### src/rtl/cnn_pkg.sv
// Shared types and default dimensions for the CNN streaming pipeline blocks.
package cnn_pkg;

    localparam int DATA_WIDTH = 16;
    localparam int IMG_DIM    = 28;

    typedef enum logic {
        EVEN_ROW = 1'b0,
        ODD_ROW  = 1'b1
    } pool_phase_t;

    // Address/counter width, never narrower than one bit.
    function automatic int clog2_min1(input int n);
        return (n <= 2) ? 1 : $clog2(n);
    endfunction

endpackage

### src/rtl/pool_line_buf.sv
// Half-width line buffer for max_pool_2x2: one write port, one combinational read port.
// Contents are not reset; each entry is written in an even row before the odd row reads it.
module pool_line_buf #(
    parameter int DATA_WIDTH = cnn_pkg::DATA_WIDTH,
    parameter int DEPTH      = cnn_pkg::IMG_DIM / 2,
    localparam int ADDR_W    = cnn_pkg::clog2_min1(DEPTH)
) (
    input  logic                  clk,
    input  logic                  i_wr_en,
    input  logic [ADDR_W-1:0]     i_wr_addr,
    input  logic [DATA_WIDTH-1:0] i_wr_data,
    input  logic [ADDR_W-1:0]     i_rd_addr,
    output logic [DATA_WIDTH-1:0] o_rd_data
);

    logic [DATA_WIDTH-1:0] r_mem [DEPTH];

    always_ff @(posedge clk) begin
        if (i_wr_en) begin
            r_mem[i_wr_addr] <= i_wr_data;
        end
    end

    assign o_rd_data = r_mem[i_rd_addr];

endmodule

### src/rtl/max_pool_2x2.sv
// Streaming 2x2 stride-2 signed max-pool over a raster-ordered frame.
// Result registered on the edge accepting a window's 4th pixel; input stalls while a result is unconsumed.
module max_pool_2x2 #(
    parameter int DATA_WIDTH = cnn_pkg::DATA_WIDTH,
    parameter int IMG_W      = cnn_pkg::IMG_DIM,
    parameter int IMG_H      = cnn_pkg::IMG_DIM
) (
    input  logic                  clk,
    input  logic                  reset,
    input  logic                  in_valid,
    output logic                  in_ready,
    input  logic [DATA_WIDTH-1:0] in_data,
    output logic                  out_valid,
    input  logic                  out_ready,
    output logic [DATA_WIDTH-1:0] out_data,
    output logic                  out_last
);
    import cnn_pkg::*;

    localparam int COL_W  = clog2_min1(IMG_W);
    localparam int ROW_W  = clog2_min1(IMG_H);
    localparam int DEPTH  = IMG_W / 2;
    localparam int ADDR_W = clog2_min1(DEPTH);

    localparam logic [COL_W-1:0] COL_LAST = COL_W'(IMG_W - 1);
    localparam logic [ROW_W-1:0] ROW_LAST = ROW_W'(IMG_H - 1);

    function automatic logic [DATA_WIDTH-1:0] smax(
        input logic [DATA_WIDTH-1:0] a,
        input logic [DATA_WIDTH-1:0] b
    );
        return ($signed(a) > $signed(b)) ? a : b;
    endfunction

    logic [COL_W-1:0]      r_col;
    logic [ROW_W-1:0]      r_row;
    pool_phase_t           r_phase;
    logic [DATA_WIDTH-1:0] r_hold;
    logic                  r_out_valid;
    logic [DATA_WIDTH-1:0] r_out_data;
    logic                  r_out_last;

    logic                  w_acc;
    logic                  w_col_odd;
    logic                  w_col_wrap;
    logic                  w_lb_we;
    logic [ADDR_W-1:0]     w_lb_addr;
    logic [DATA_WIDTH-1:0] w_lb_wdata;
    logic [DATA_WIDTH-1:0] w_lb_rdata;

    assign in_ready   = ~r_out_valid | out_ready;
    assign w_acc      = in_valid & in_ready;
    assign w_col_odd  = r_col[0];
    assign w_col_wrap = (r_col == COL_LAST);
    assign w_lb_addr  = ADDR_W'(r_col >> 1);
    assign w_lb_wdata = smax(r_hold, in_data);
    assign w_lb_we    = w_acc & (r_phase == EVEN_ROW) & w_col_odd;

    pool_line_buf #(
        .DATA_WIDTH (DATA_WIDTH),
        .DEPTH      (DEPTH)
    ) u_line_buf (
        .clk       (clk),
        .i_wr_en   (w_lb_we),
        .i_wr_addr (w_lb_addr),
        .i_wr_data (w_lb_wdata),
        .i_rd_addr (w_lb_addr),
        .o_rd_data (w_lb_rdata)
    );

    always_ff @(posedge clk) begin
        if (!reset) begin
            r_col       <= '0;
            r_row       <= '0;
            r_phase     <= EVEN_ROW;
            r_hold      <= '0;
            r_out_valid <= 1'b0;
            r_out_data  <= '0;
            r_out_last  <= 1'b0;
        end else begin
            if (r_out_valid && out_ready) begin
                r_out_valid <= 1'b0;
                r_out_last  <= 1'b0;
            end
            if (w_acc) begin
                // A new result here overrides the completion clear above.
                if (r_phase == EVEN_ROW) begin
                    if (!w_col_odd) begin
                        r_hold <= in_data;
                    end
                end else if (!w_col_odd) begin
                    r_hold <= smax(in_data, w_lb_rdata);
                end else begin
                    r_out_data  <= smax(r_hold, in_data);
                    r_out_valid <= 1'b1;
                    r_out_last  <= (r_row == ROW_LAST) && w_col_wrap;
                end

                if (w_col_wrap) begin
                    r_col   <= '0;
                    r_phase <= (r_phase == EVEN_ROW) ? ODD_ROW : EVEN_ROW;
                    r_row   <= (r_row == ROW_LAST) ? '0 : r_row + ROW_W'(1);
                end else begin
                    r_col <= r_col + COL_W'(1);
                end
            end
        end
    end

    assign out_valid = r_out_valid;
    assign out_data  = r_out_data;
    assign out_last  = r_out_last;

endmodule
### config.mk
export PLATFORM = sky130hd
export DESIGN_NAME = max_pool_2x2
export DESIGN_NICKNAME = d
export VERILOG_FILES = /design/src/rtl/cnn_pkg.sv /design/src/rtl/pool_line_buf.sv /design/src/rtl/max_pool_2x2.sv
export SDC_FILE = /design/constraint.sdc
export NUM_CORES = 1
export LEC_CHECK = 0
export BUFFER_PORTS_ARGS = -buffer_cell sky130_fd_sc_hd__buf_2
export CELL_PAD_IN_SITES_DETAIL_PLACEMENT = 2
export CELL_PAD_IN_SITES_GLOBAL_PLACEMENT = 2
export CORE_MARGIN = 2
export CORE_UTILIZATION = 35
export CTS_CLUSTER_DIAMETER = 80
export DETAILED_ROUTE_END_ITERATION = 10
export PLACE_DENSITY = 0.65
export SETUP_SLACK_MARGIN = 0.1
export SLEW_MARGIN = 20
export SYNTH_ARGS = -nofsm -noshare
export SYNTH_HDL_FRONTEND = slang
export SYNTH_SLANG_ARGS = --single-unit
### constraint.sdc
create_clock -name clk -period 6.7 [get_ports clk]
set_input_delay 0 -clock clk [delete_from_list [all_inputs] [get_ports clk]]
set_output_delay 0 -clock clk [all_outputs]
set_load 0.02 [all_outputs]
# Word level (Yosys, flattened, before mapping)
# Memory sizes are Yosys's and may differ from the RTL's. A register that Yosys moved wholly into a read port is not among the register bits.
# Index checks and enable logic that the tools add are counted.
[op_classes]
add_sub_neg = 2
n_lt_le_gt_ge = 2
eq_ne = 2
mux = 20
n_bitwise = 7
reduce_logical = 5
[op_table]
columns = ["cell", "count"]
rows = [
  ["$mux W16", 5],
  ["$gt A16 B16 Y1", 2],
  ["$mux W1", 11],
  ["$add A5 B1 Y5 const B", 2],
  ["$eq A5 B5 Y1 const B", 2],
  ["$mux W5", 2],
  ["$mux W4", 2],
  ["$reduce_and A2 Y1", 2],
  ["$and A1 B1 Y1", 3],
  ["$not A1 Y1", 3],
  ["$reduce_and A3 Y1", 1],
  ["$logic_and A1 B1 Y1", 2],
  ["$or A1 B1 Y1", 1],
]
[word_totals]
regBits = 45
mem_bits_rw = 224
inputBits = 20
out_inout_bits = 19
word_cells = 46
mem_count = 1
[memory_table]
columns = ["name", "words", "width", "rd", "rd_clocked_by_memory_dff", "wr", "line_no", "source"]
rows = [
  ["u_line_buf.r_mem", 14, 16, 1, 1, 1, "pool_line_buf.sv:16", "logic [DATA_WIDTH-1:0] r_mem [DEPTH];"],
]

# Depth between registers and ports, before layout
[logic_depth]
depth_word = 7
ltp_mapped = 17

# Cells and area by module
# Synthesis repeated with hierarchy kept, for this count alone.
[unflattened]
hier_cells = 775
area_unflattened_um2 = 11781.3
[by_module_without_submodules]
columns = ["mod", "instances", "cells_each", "area_per_inst_um2", "seq_area_each_um2"]
rows = [
  ["pool_line_buf", 1, 379, 8600.7, 6726.5],
  ["max_pool_2x2", 1, 396, 3180.6, 900.9],
]

# Least setup slack after synthesis
# Ideal clock, no wire load.
[synth_path]
kind = "register to register"
start = "reg with a tool-made name"
end = "reg r_hold[10]"
setup_ns = 0.122
t_arrival_ns = 3.234
required_ns = 6.578
setup_slack_ns = 3.344
path_stages_with_launch = 15
path_cell_list = "dfxtp_1 > buf_2 > clkbuf_1 > mux4_2 > nand2_1 > o21ai_1 > a21oi_1 > ha_1 > a211oi_1 > a211o_1 > a31oi_2 > a2111oi_4 > buf_2 > nor3_1 > a221o_1"
[synth_lines]
columns = ["item", "line_no", "source"]
rows = [
  ["end signal, assigned", "max_pool_2x2.sv:89", "r_hold <= in_data;"],
  ["end signal, assigned", "max_pool_2x2.sv:92", "r_hold <= smax(in_data, w_lb_rdata);"],
  ["end, declared", "max_pool_2x2.sv:38", "logic [DATA_WIDTH-1:0] r_hold;"],
]

==> flow_summary.ini <==
[clocking]
clk_latency_ns = 0.55
cts.clk_slew.worst_paths_ns = 0.07
max-clock-path-buffers = 3
ctsHtreeMaxLevel = 1
post_cts_buffers = 0
numCtsBuffers = 30
clock_sinks = 273
root_buffer = clkbuf_16
tritoncts = built

[logic_synthesis]
yosysMostFrequentCell = edfxtp_1
synthTopCellsByCount = 224 x edfxtp_1, 79 x nand2_1, 53 x a21oi_1
yosysWarnings = 0
synth_top_area_share_pct = 55.6
ys_seq_elements = 273
synth_top_area_cell = edfxtp_1
synthFlopType = edfxtp_1
async_reset_ff_share_pct = 0
yosysUniqueCellTypes = 55
synthesis.nets = 883
synth_area_mm2 = 0.0121
syn_inst = 829
ys_seq_area_share_pct = 63.8
postSynthAreaPerCell_um2 = 14.6
synthTopCellsByArea = edfxtp_1 56%, mux4_2 8.9%, dfxtp_1 8.1%, ha_1 3.5%, nand2_1 2.5%
synth_enable_flop_cells = 224

[timing]
worst_pin_slew_ns = 1.12
finalMaxSlewViolations = 0
layout_min_cycle_time_ns = 4.55
finalSetupViolCount = 0
max_freq_mhz = 220
clock_skew_ns = 0.0163
hold_viol_final = 0
rsz0062_at_grt = no
slew_headroom_pct = 24.6
fin_crit_sh_pct = 67.9
fin_setup_tns_ns = 0

[detailed_routing]
routed_wl_mm = 34.2
drt_iter0_markers = 386
via_per_inst = 5.43
drtPass1Iterations = 5
post-route-drc-count = 0
vias = 7498
ant_nets = 0
wl_per_cell_um = 24.8

[global_route]
grt_pass1_wl_mm = 52.3
grt.total_usage_pct = 19.3
grt_max_degree = 47
grt_pass1_vias = 8261
antenna_found_initial = 0
grt_overflow = 0

[worst_setup_path]
cp-start-kind = flip-flop
critPathMaxFanout = 42
arrival_ns = 4.98
worst_setup_path_end_kind = flip-flop
cp.required_ns = 7.13
crit_type = flip-flop to flip-flop

[placement]
placed_cell_area_mm2 = 0.0128
place_hpwl_mm = 21.3
finalWeightedCongestion = 0.743
io_buffers = 38

[floorplanning]
dieArea_mm2 = 0.0360
row_count = 68
fp.dieH_um = 190
initial_core_util_pct = 35.3
core_area_mm2 = 0.0343
die_x_um = 190
io_pins = 39

[final_layout]
drive_above_1_share_pct = 22.4
seq_area_mm2 = 0.00771
nets = 956
n_antenna_cell = 0
fill_cells = 3353
multi_input_area_mm2 = 0.00408
final_area_mm2 = 0.0142
area_growth_pct = 17.4

[run_status]
status = completed

[flow_run]
max_cap_violations = 0

[power_and_ir_drop]
leakagePower_nw = 4.91
power_density_mw_per_mm2 = 278
irDropWorstVdd_mv = 0.181

[min_path]
min_path_type = primary input to flip-flop
registers in the layout, indices dropped and copies added (netlist names), named ones only:
register and count:
r_row 5, out_valid 1, r_hold 16, u_line_buf.r_mem 224, r_col 5, out_data 16
r_phase 1, out_last 1
per-stage QoR:
stage / util (%) / setup WS (ns) / power [W] / cells / hold slack [ns]
3_5_place_dp: 37.3 / 2.08 / 0.00222 / 1293 / 0.327
5_1_grt: 41.4 / 1.83 / 0.00408 / 1381 / 0.343
6_report: 41.4 / 2.15 / 0.00395 / 1381 / 0.332
4_1_cts: 41.3 / 2.08 / 0.00399 / 1381 / 0.303
2_1_floorplan: - / 3.34 / 0.00212 / 829 / 0.135
3_3_place_gp: 37.3 / 2.21 / 0.00220 / 1293 / 0.322
timing repair:
action / 4_1_cts / 5_1_grt
endpoints found under the hold margin: 43 / 0
gates resized for setup: 0 / 0
hold buffers: 32 / 0
cell usage in the layout (no fill, tap or decap), types with 31 or more instances in the layout:
cell           synthesis  layout
dfxtp_1               49      47
ha_1                  34      34
mux4_2                48      48
nand2_1               79      79
edfxtp_1             224     224
buf_2                  6      38
clkbuf_16              0      31
dlygate4sd3_1          0      32
a21oi_1               53      53
cell type report:
type	instances	share of cell area [%]
repair buffers	95	4.92
multi-input cells	481	28.8
flip-flops and latches	273	54.4
clock buffers	31	5.47
inverters	21	0.556
well taps	455	4.01
clock inverters	25	1.92
routing by layer:
layer	up-vias	global-route usage (%)	routed length (µm)
li1	3405	-	-
met1	3925	25.5	15200
met2	141	34.6	17400
met3	27	2.31	1200
met4	0	3.07	336
met5	-	0	0
logic make-up after synthesis:
family | synth area share [%]
AOI/OAI and AO/OA | 10.8
xor gates and xnor gates | 0.0725
adders and majority gates | 3.52
buffers and inverters | 3.15
DFF | 63.8
muxes | 10.7
and+or+nand+nor | 7.95
worst max-delay path, cell delays in order, from the launching register on:
cell and delay, ns:
dfxtp_4 0.91, buf_4 0.37, mux4_2 0.52, nand2_1 0.09
a21oi_1 0.14, a21oi_1 0.36, ha_1 0.23, a211oi_1 0.09
a211o_1 0.31, a31oi_2 0.24, a2111oi_4 0.07, buf_4 0.22
or2_1 0.45, a221o_1 0.37
path summary, 6_finish.rpt:
check / from / to / slack [ns] / cells past startpoint
setup / recovery: flip-flop / r_hold[11] / 2.15 / 13
hold / removal: in_data[0] / r_hold[0] / 0.33 / 4
setup reg to reg: flip-flop / r_hold[11] / 2.15 / 13
hold reg to reg: r_row[1] / r_row[1] / 0.51 / 2
report_power, final:
part	internal [W]	switching [W]	leakage (nW)	total, W
Clock	0.00104	0.000710	0.510	0.00175
Sequential	0.00189	0.0000237	2.44	0.00191
Combinational	0.000102	0.000185	1.96	0.000287
(Power assumes the default switching activity.)
